`config.mk`:
```
export PLATFORM = sky130hd
export DESIGN_NAME = ide_cycle_ctrl
export DESIGN_NICKNAME = d
export VERILOG_FILES = /design/src/rtl/ide_pkg.sv /design/src/rtl/ide_sync2.sv /design/src/rtl/ide_cycle_ctrl.sv
export SDC_FILE = /design/constraint.sdc
export NUM_CORES = 1
export LEC_CHECK = 0
export CELL_PAD_IN_SITES_DETAIL_PLACEMENT = 2
export CELL_PAD_IN_SITES_GLOBAL_PLACEMENT = 2
export CORE_MARGIN = 4
export CORE_UTILIZATION = 27
export CTS_CLUSTER_SIZE = 24
export DETAILED_ROUTE_END_ITERATION = 12
export PLACE_DENSITY = 0.9
export SLEW_MARGIN = 20
export SYNTH_ARGS = -nofsm -noshare
export SYNTH_HDL_FRONTEND = slang
export SYNTH_SLANG_ARGS = --single-unit
```
`constraint.sdc`:
```
create_clock -name CLK40 -period 2.24 [get_ports CLK40]
set_input_delay 0.448 -clock CLK40 [delete_from_list [all_inputs] [get_ports CLK40]]
set_output_delay 0.448 -clock CLK40 [all_outputs]
set_load 0.005 [all_outputs]
```
`src/rtl/ide_pkg.sv`:
```
// Shared types and constants for the IDE PIO cycle controller.
// Contents: FSM state enum, chip-select decode encodings and helper,
//           IDE_DA / address / counter width constants.
package ide_pkg;

   localparam int unsigned IDE_DA_W  = 3;
   localparam int unsigned IDE_A_W   = 12;
   localparam int unsigned IDE_CNT_W = 8;

   typedef enum logic [2:0] {
      ST_IDLE    = 3'd0,
      ST_SETUP   = 3'd1,
      ST_STROBE  = 3'd2,
      ST_HOLD    = 3'd3,
      ST_ACK     = 3'd4,
      ST_RECOVER = 3'd5
   } ide_state_t;

   typedef enum logic [1:0] {
      CS_SEL_0    = 2'b00,
      CS_SEL_1    = 2'b01,
      CS_SEL_NONE = 2'b10
   } ide_cs_t;

   // A[13:12]: 00 task file, 01 control block, 1x no drive access
   function automatic ide_cs_t cs_decode(input logic [1:0] a_hi);
      if (a_hi[1])
         return CS_SEL_NONE;
      else if (a_hi[0])
         return CS_SEL_1;
      else
         return CS_SEL_0;
   endfunction

endpackage

```
`src/rtl/ide_sync2.sv`:
```
// Two-flop synchroniser for the asynchronous IORDY input.
// Ports: clk, rst (sync, active high), d (async in), q (synchronised, resets to 1).
module ide_sync2 (
   input  logic clk,
   input  logic rst,
   input  logic d,
   output logic q
);

   logic meta;

   always_ff @(posedge clk) begin
      if (rst) begin
         meta <= 1'b1;
         q    <= 1'b1;
      end else begin
         meta <= d;
         q    <= meta;
      end
   end

endmodule

```
`src/rtl/ide_cycle_ctrl.sv`:
```
// ATA PIO register-cycle sequencer for 68040 accesses in the IDE window.
// Produces CS0/CS1, DA[2:0], DIOR/DIOW, data-buffer control, DLATCH and TA/TEA.
// Inputs : CLK40, RESET (sync, active high), IDE_ACCESS, IDE_ENABLE, nTS, nTIP,
//          RnW, A[13:2], IORDY.
// Outputs: nIDE_CS0, nIDE_CS1, IDE_DA, nIDE_DIOR, nIDE_DIOW, IDE_DBUF_OE,
//          IDE_DBUF_DIR, IDE_DLATCH, nIDE_TA, nIDE_TEA.
// Build option: define IDE_IORDY_EN to stretch strobes on IORDY with timeout -> TEA.
module ide_cycle_ctrl
   import ide_pkg::*;
#(
   parameter int unsigned T_SETUP       = 3,
   parameter int unsigned T_STROBE      = 7,
   parameter int unsigned T_RECOVER     = 4,
   parameter int unsigned IORDY_TIMEOUT = 64
) (
   input  logic                CLK40,
   input  logic                RESET,
   input  logic                IDE_ACCESS,
   input  logic                IDE_ENABLE,
   input  logic                nTS,
   input  logic                nTIP,
   input  logic                RnW,
   input  logic [IDE_A_W-1:0]  A,
   input  logic                IORDY,
   output logic                nIDE_CS0,
   output logic                nIDE_CS1,
   output logic [IDE_DA_W-1:0] IDE_DA,
   output logic                nIDE_DIOR,
   output logic                nIDE_DIOW,
   output logic                IDE_DBUF_OE,
   output logic                IDE_DBUF_DIR,
   output logic                IDE_DLATCH,
   output logic                nIDE_TA,
   output logic                nIDE_TEA
);

   localparam logic [IDE_CNT_W-1:0] LD_SETUP   = IDE_CNT_W'(T_SETUP - 1);
   localparam logic [IDE_CNT_W-1:0] LD_STROBE  = IDE_CNT_W'(T_STROBE - 1);
   localparam logic [IDE_CNT_W-1:0] LD_RECOVER = IDE_CNT_W'(T_RECOVER - 1);
   localparam logic [IDE_CNT_W-1:0] LD_TIMEOUT = IDE_CNT_W'(IORDY_TIMEOUT - 1);
   localparam logic [IDE_CNT_W-1:0] CNT_ONE    = IDE_CNT_W'(1);

   ide_state_t           state_q, state_d;
   logic [IDE_CNT_W-1:0] cnt_q, cnt_d;
   logic [IDE_A_W-1:0]   a_q, a_d, launch_a;
   logic                 rnw_q, rnw_d, launch_rnw;
   logic                 ext_q, ext_d;        // strobe is in IORDY extension
   logic                 tmo_q, tmo_d;        // IORDY wait timed out
   logic                 pend_q, pend_d;      // cycle queued during RECOVER
   logic                 tip_lost_q, tip_lost_d;
   logic                 start, launch, cnt_zero, iordy_s, strobe_end_ok, cs_window;
   ide_cs_t              cs_sel;

`ifdef IDE_IORDY_EN
   ide_sync2 u_iordy_sync (
      .clk (CLK40),
      .rst (RESET),
      .d   (IORDY),
      .q   (iordy_s)
   );
`else
   logic unused_iordy;
   assign unused_iordy = IORDY;
   assign iordy_s      = 1'b1;
`endif

   assign start    = ~nTS & IDE_ACCESS & IDE_ENABLE;
   assign cnt_zero = (cnt_q == '0);

   // A new cycle begins from IDLE, or straight out of the last RECOVER cycle
   assign launch     = ((state_q == ST_IDLE) & start) |
                       ((state_q == ST_RECOVER) & cnt_zero & (pend_q | start));
   assign launch_a   = ((state_q == ST_RECOVER) & pend_q) ? a_q   : A;
   assign launch_rnw = ((state_q == ST_RECOVER) & pend_q) ? rnw_q : RnW;

   // State register
   always_ff @(posedge CLK40) begin
      if (RESET) begin
         state_q    <= ST_IDLE;
         cnt_q      <= '0;
         a_q        <= '0;
         rnw_q      <= 1'b1;
         ext_q      <= 1'b0;
         tmo_q      <= 1'b0;
         pend_q     <= 1'b0;
         tip_lost_q <= 1'b0;
      end else begin
         state_q    <= state_d;
         cnt_q      <= cnt_d;
         a_q        <= a_d;
         rnw_q      <= rnw_d;
         ext_q      <= ext_d;
         tmo_q      <= tmo_d;
         pend_q     <= pend_d;
         tip_lost_q <= tip_lost_d;
      end
   end

   // Next-state logic
   always_comb begin
      state_d    = state_q;
      cnt_d      = cnt_q;
      a_d        = a_q;
      rnw_d      = rnw_q;
      ext_d      = ext_q;
      tmo_d      = tmo_q;
      pend_d     = pend_q;
      tip_lost_d = tip_lost_q;

      case (state_q)
         ST_IDLE: ;
         ST_SETUP: begin
            if (cnt_zero) begin
               state_d = ST_STROBE;
               cnt_d   = LD_STROBE;
               ext_d   = 1'b0;
            end else begin
               cnt_d = cnt_q - CNT_ONE;
            end
         end
         ST_STROBE: begin
            if (!ext_q) begin
               if (!cnt_zero)
                  cnt_d = cnt_q - CNT_ONE;
               else if (iordy_s)
                  state_d = ST_HOLD;
               else begin
                  ext_d = 1'b1;
                  cnt_d = LD_TIMEOUT;
               end
            end else begin
               if (iordy_s)
                  state_d = ST_HOLD;
               else if (cnt_zero) begin
                  state_d = ST_HOLD;
                  tmo_d   = 1'b1;
               end else
                  cnt_d = cnt_q - CNT_ONE;
            end
         end
         ST_HOLD:
            state_d = ST_ACK;
         ST_ACK: begin
            state_d = ST_RECOVER;
            cnt_d   = LD_RECOVER;
         end
         ST_RECOVER: begin
            if (start & ~pend_q) begin
               pend_d = 1'b1;
               a_d    = A;
               rnw_d  = RnW;
            end
            if (cnt_zero) begin
               pend_d  = 1'b0;
               state_d = ST_IDLE;
            end else begin
               cnt_d = cnt_q - CNT_ONE;
            end
         end
         default:
            state_d = ST_IDLE;
      endcase

      // CPU abandoning the cycle only suppresses the acknowledge
      if (((state_q == ST_SETUP) || (state_q == ST_STROBE) || (state_q == ST_HOLD)) && nTIP)
         tip_lost_d = 1'b1;

      if (launch) begin
         a_d        = launch_a;
         rnw_d      = launch_rnw;
         tip_lost_d = 1'b0;
         tmo_d      = 1'b0;
         ext_d      = 1'b0;
         if (cs_decode(launch_a[IDE_A_W-1 -: 2]) == CS_SEL_NONE)
            state_d = ST_ACK;
         else begin
            state_d = ST_SETUP;
            cnt_d   = LD_SETUP;
         end
      end
   end

   assign cs_sel        = cs_decode(a_q[IDE_A_W-1 -: 2]);
   assign cs_window     = (state_q == ST_SETUP) || (state_q == ST_STROBE) || (state_q == ST_HOLD);
   assign strobe_end_ok = iordy_s & (ext_q | cnt_zero);

   // Output decode
   always_comb begin
      nIDE_CS0     = 1'b1;
      nIDE_CS1     = 1'b1;
      IDE_DA       = '0;
      nIDE_DIOR    = 1'b1;
      nIDE_DIOW    = 1'b1;
      IDE_DBUF_OE  = 1'b0;
      IDE_DBUF_DIR = 1'b1;
      IDE_DLATCH   = 1'b0;
      nIDE_TA      = 1'b1;
      nIDE_TEA     = 1'b1;

      if (cs_window) begin
         nIDE_CS0 = (cs_sel != CS_SEL_0);
         nIDE_CS1 = (cs_sel != CS_SEL_1);
         IDE_DA   = a_q[IDE_DA_W-1:0];
      end
      if (state_q == ST_STROBE) begin
         nIDE_DIOR  = ~rnw_q;
         nIDE_DIOW  = rnw_q;
         IDE_DLATCH = rnw_q & strobe_end_ok;
      end
      if (cs_window || (state_q == ST_ACK)) begin
         IDE_DBUF_OE  = 1'b1;
         IDE_DBUF_DIR = rnw_q;
      end
      if ((state_q == ST_ACK) && !tip_lost_q) begin
`ifdef IDE_IORDY_EN
         if (tmo_q)
            nIDE_TEA = 1'b0;
         else
            nIDE_TA = 1'b0;
`else
         nIDE_TA = 1'b0;
`endif
      end
   end

endmodule
```
Word level (Yosys, flattened, before mapping)
Cells that the tools add are included.
- input port bits: 20
- output and inout bits: 12
- register bits: 20
- logic and storage cells: 95
- bitwise gates (word level): 14
- $add $sub $neg: 1
- reductions and logical operators: 19
- muxes and demuxes: 40
- eq/ne operators: 13
- operators with widths (operator ; number):
    $mux W12 ; 4
    $mux W8 ; 5
    $pmux W8 S4 ; 1
    $mux W3 ; 7
    $mux W1 ; 18
    $pmux W3 S6 ; 1
    $reduce_bool A2 Y1 ; 5
    $and A1 B1 Y1 ; 8
    $logic_not A8 Y1 ; 1
    $sub A8 B1 Y8 const B ; 1
    $eq A3 B2 Y1 const B ; 2
    $eq A3 B3 Y1 const B ; 2
    $mux W2 ; 3
    $ne A2 B2 Y1 const B ; 3
    $ne A3 B3 Y1 const B ; 2
    $reduce_and A2 Y1 ; 3
    $ne A4 B4 Y1 const B ; 1
    $reduce_and A4 Y1 ; 1
    $eq A3 B1 Y1 const B ; 1
    $logic_not A3 Y1 ; 1
    $logic_or A1 B1 Y1 ; 3
    $not A1 Y1 ; 3
    $or A1 B1 Y1 ; 3
    $reduce_and A3 Y1 ; 1
    6 further kinds ; 7

Logic depth before layout (Yosys ltp)
- depth after elaboration: 10
- depth in mapped cells: 11
- depth with buffers taken out: 11

Worst setup path after synthesis
OpenSTA, ideal clock, no wires.
- kind: register -> register
- from: register cnt_q[0]
- to: register cnt_q[0]
- cell stages (with the launch flop): 12
- library setup time: 0.116 ns
- arrival: 1.891 ns
- data required time: 2.124 ns
- setup slack: 0.233 ns
- period minus slack after synthesis: 2.007 ns
- buffers on the path: 0
- cells stage by stage: dfxtp_1 > inv_1 > ha_1 > or3b_4 > nor2_4 > inv_1 > ha_1 > nand2_1 > o21ai_0 > o21ai_0 > o21ai_0 > nor2_1
- word-level cells in the longest chain between the ends: 6
- elaborated cells on any way between the ends: 11
- those cells by class: add/sub: 1; mux: 6; bitwise: 3; reduce/logical: 1
- ends and longest elaborated chain (what ; line ; source):
    from (decl) ; ide_cycle_ctrl.sv:44 ; logic [IDE_CNT_W-1:0] cnt_q, cnt_d;
    from (signal assigned) ; ide_cycle_ctrl.sv:89 ; cnt_q <= cnt_d;
    $sub A8 B1 Y8 / $logic_not A8 Y1 (equally long branches) ; -- ;
    $mux W8 ; ide_cycle_ctrl.sv:153 ; if (cnt_zero) begin
    $mux W8 ; ide_cycle_ctrl.sv:122 ; if (!ext_q) begin
    $pmux W8 S4 ; ide_cycle_ctrl.sv:110 ; case (state_q)
    $mux W8 ; ide_cycle_ctrl.sv:174 ; if (cs_decode(launch_a[IDE_A_W-1 -: 2]) == CS_SEL_NONE)
    $mux W8 * ; ide_cycle_ctrl.sv:168 ; if (launch) begin
Every way passes the cells marked *; elsewhere a longest branch is shown, timed or not.
A chain may end at the register's enable or synchronous reset.

Final worst setup path
- from: register cnt_q[0]
- to: output port IDE_DLATCH
- word-level cells in the longest chain between the ends: 4
- ends and longest elaborated chain (what ; line ; source):
    $logic_not A8 Y1 ; ide_cycle_ctrl.sv:68 ; assign cnt_zero = (cnt_q == '0);
    $or A1 B1 Y1 ; ide_cycle_ctrl.sv:185 ; assign strobe_end_ok = iordy_s & (ext_q | cnt_zero);
    $and A1 B1 Y1 ; ide_cycle_ctrl.sv:208 ; IDE_DLATCH = rnw_q & strobe_end_ok;
    $mux W1 ; ide_cycle_ctrl.sv:205 ; if (state_q == ST_STROBE) begin
    to (decl) ; ide_cycle_ctrl.sv:32 ; output logic IDE_DLATCH,
Every way passes these cells.

==> impl_metrics.ini <==
[synthesis]
netlist.area_leader.share_pct = 32.27
synthesis.instances = 149
synth.net_count = 171
synthTopCellsByCount = nor2_1, dfxtp_1, nand2_1
synth_seq_cells = 19
synthMuxAreaShare_pct = 5.202
synthAdderAreaFrac_pct = 2.123
yosysMostFrequentCell = nor2_1
syn_area_per_cell_um2 = 7.910
ys_seq_area_share_pct = 32.27
synth_area_leaders = dfxtp_1, nor2_1, mux2i_1, o21ai_0, a21oi_1
synth_area_mm2 = 0.001179
synth_compound_area_share_pct = 19.53
ys_async_sr_fraction_pct = 0
synth_edf_count = 0
synth_xor_area_share_pct = 2.229
ys_warn_count = 0
ys.flop_type = dfxtp_1
yosys.area.top_type = dfxtp_1
synth_top_family_by_area = simple AND/OR/NAND/NOR gates
synthSimpleGateAreaFrac_pct = 32.17
synth_cell_types = 48

[floorplanning]
start_util_pct = 28.64
core_area_mm2 = 0.004115
rows = 23
die_h_um = 74.07
io_pins = 32
die_x_um = 74.07
fp.dieArea_mm2 = 0.005486

[sta]
setup_tns_ps = 0
slew_headroom_pct = 59.28
finalMaxSlewViolations = 0
setup_viol = 0
min_period_ps = 2163
max_freq_mhz = 462.4
fin_skew_ps = 4.138
final.period_utilization_pct = 96.55
tightestPinTransition_ps = 606.5
fin_ws_ps = 77.23
hold_viol_final = 0

[clocking]
cts-root-buf = clkbuf_8
cts.sinks = 19
cts_max_path_buffers = 2
htreeDepth = 1
numCtsBuffers = 3
cts_tree = built
path_clk_slew_ps = 80
clock_latency_ps = 270

[cells_and_area]
syn_to_final_growth_pct = 38.00
final_core_util_pct = 39.53
fill_cells = 468
diodes = 0
layout.nets = 208
drive_gt1_share_pct = 23.78
fin_area_mm2 = 0.001627

[setup_path]
ff2ff_path_depth = 12
r2r_end = cnt_q[0]
end_kind = primary output
crit_start = cnt_q[0]
r2r_setup_slack_ps = 130
reg2reg_from = cnt_q[0]
critPathMaxFanout = 2
crit_type = reg2out
worstSetupStartpointType = flop
required_ps = 1790
critPathArrivalTime_ps = 1710

[place]
place_area_mm2 = 0.001535
pre_cts_slack_ps = 21.75
gp_congestion = 0.8120
port_buffers = 22
hpwl_um = 3229

[global_routing]
grt_start_max_net_pins = 14
grt_pass1_vias = 1475
grt_pass1_wl_um = 7548
gr-total-overflow = 0
grt_usage_pct = 18.08
antenna_found_initial = 0

[hold_path]
hold_class = reg2reg
min_from = cnt_q[6]
hold_depth = 2
worstHoldEndpoint = cnt_q[6]

[detailed_routing]
final_antenna_net_count = 0
drc = 0
via_per_inst = 5.362
routed_wl_um = 4538
avgRoutedWirePerCell_um = 19.31
dr_total_vias = 1260
first_pass_iters = 4
drtIter0Drc = 36

[run_status]
status = finished, final reports clean

[run]
drv_cap = 0

[pwr]
p_leak_nw = 0.6321
ir_drop_v = 0.0002542
cellPowerDensity_mw_per_mm2 = 537.7
-- critical path, stage by stage (launching register included) --
cell	delay, ps
dfxtp_2	340
inv_2	60
ha_2	170
or3b_4	410
nor2_4	140
inv_2	60
nor2_2	80
clkdlybuf4s15_2	210
-- layout by cell type, fill, tap and decap left out, types with 2 or more instances in the layout --
cell type         n
clkbuf_8          3
nor3b_1           4
a21oi_1           7
nand2b_1          4
o21ai_1           4
nor3_1            4
nor2_2            3
and2_1            3
mux2i_1           5
inv_2             3
o21ai_0           5
nor4_1            3
a31oi_1           3
dfxtp_1          15
a22oi_1           2
nor2b_1           3
a211oi_1          2
clkdlybuf4s50_1  21
xnor2_1           2
buf_4            18
nor2_1           21
nand4_1           2
o22ai_1           2
nand2_1           9
nand3b_1          2
a211o_1           2
dfxtp_2           3
inv_1             4
-- repair_timing --
action	in CTS	in global routing
buffers inserted	0	2
pin swaps	2	6
hold buffers	0	0
resized for setup	6	13
setup endpoints to repair	9	8
-- metrics by stage --
step	power (mW)	std cells	hold slack [ps]
global route	0.9170	235	556.6
CTS	0.8531	233	505.1
floorplan	0.4887	149	454.8
global placement	0.5723	229	475.3
finish	0.8746	235	513.1
detailed placement	0.5900	229	492.9
-- state kept, by name, summed over array words and instances (netlist names), named ones only --
name / cells
a_q: 4
pend_q: 1
state_q: 3
cnt_q: 8
rnw_q: 1
tip_lost_q: 1
-- metal layers --
metal	GRT usage, %	share of wire, %	vias to the layer above
li1	-	-	599
met3	3.649	3.9	4
met4	4.427	0.77	0
met1	21.15	43	625
met2	33.46	52	32
met5	0	0	-
-- kinds of logic after synthesis --
| group | Yosys count |
|---|---|
| AOI/OAI and AO/OA | 34 |
| and+or+nand+nor | 69 |
| adders and majority gates | 2 |
| other | 1 |
| buffers and inverters | 15 |
| DFF | 19 |
| xor gates and xnor gates | 3 |
| muxes | 6 |
-- area by class of cell --
type / instances / area [um2] / share of cell area, %
multi-input cells: 115 / 748.2 / 46.00
flip-flops and latches: 19 / 387.9 / 23.85
repair buffers: 40 / 356.6 / 21.92
well taps: 50 / 62.56 / 3.846
clock buffers: 4 / 45.04 / 2.769
inverters: 7 / 26.28 / 1.615
-- worst max path at each step --
| stage | to | slack, ps | cells past startpoint |
|---|---|---|---|
| final | IDE_DLATCH | 80 | 7 |
| after CTS | IDE_DLATCH | 10 | 7 |
| after global routing | cnt_q[0] | -20 | 12 |
| after global placement | IDE_DLATCH | 60 | 7 |
| after floorplan | cnt_q[0] | 230 | 11 |
| after detailed placement | IDE_DLATCH | 20 | 7 |
-- where the power goes --
group | switching [mW] | internal (mW) | total [mW]
Sequential | 0.0136 | 0.349 | 0.363
Combinational | 0.127 | 0.123 | 0.250
Clock | 0.135 | 0.127 | 0.262
Total | 0.275 | 0.599 | 0.875
Power figures use the tool's default switching activity.
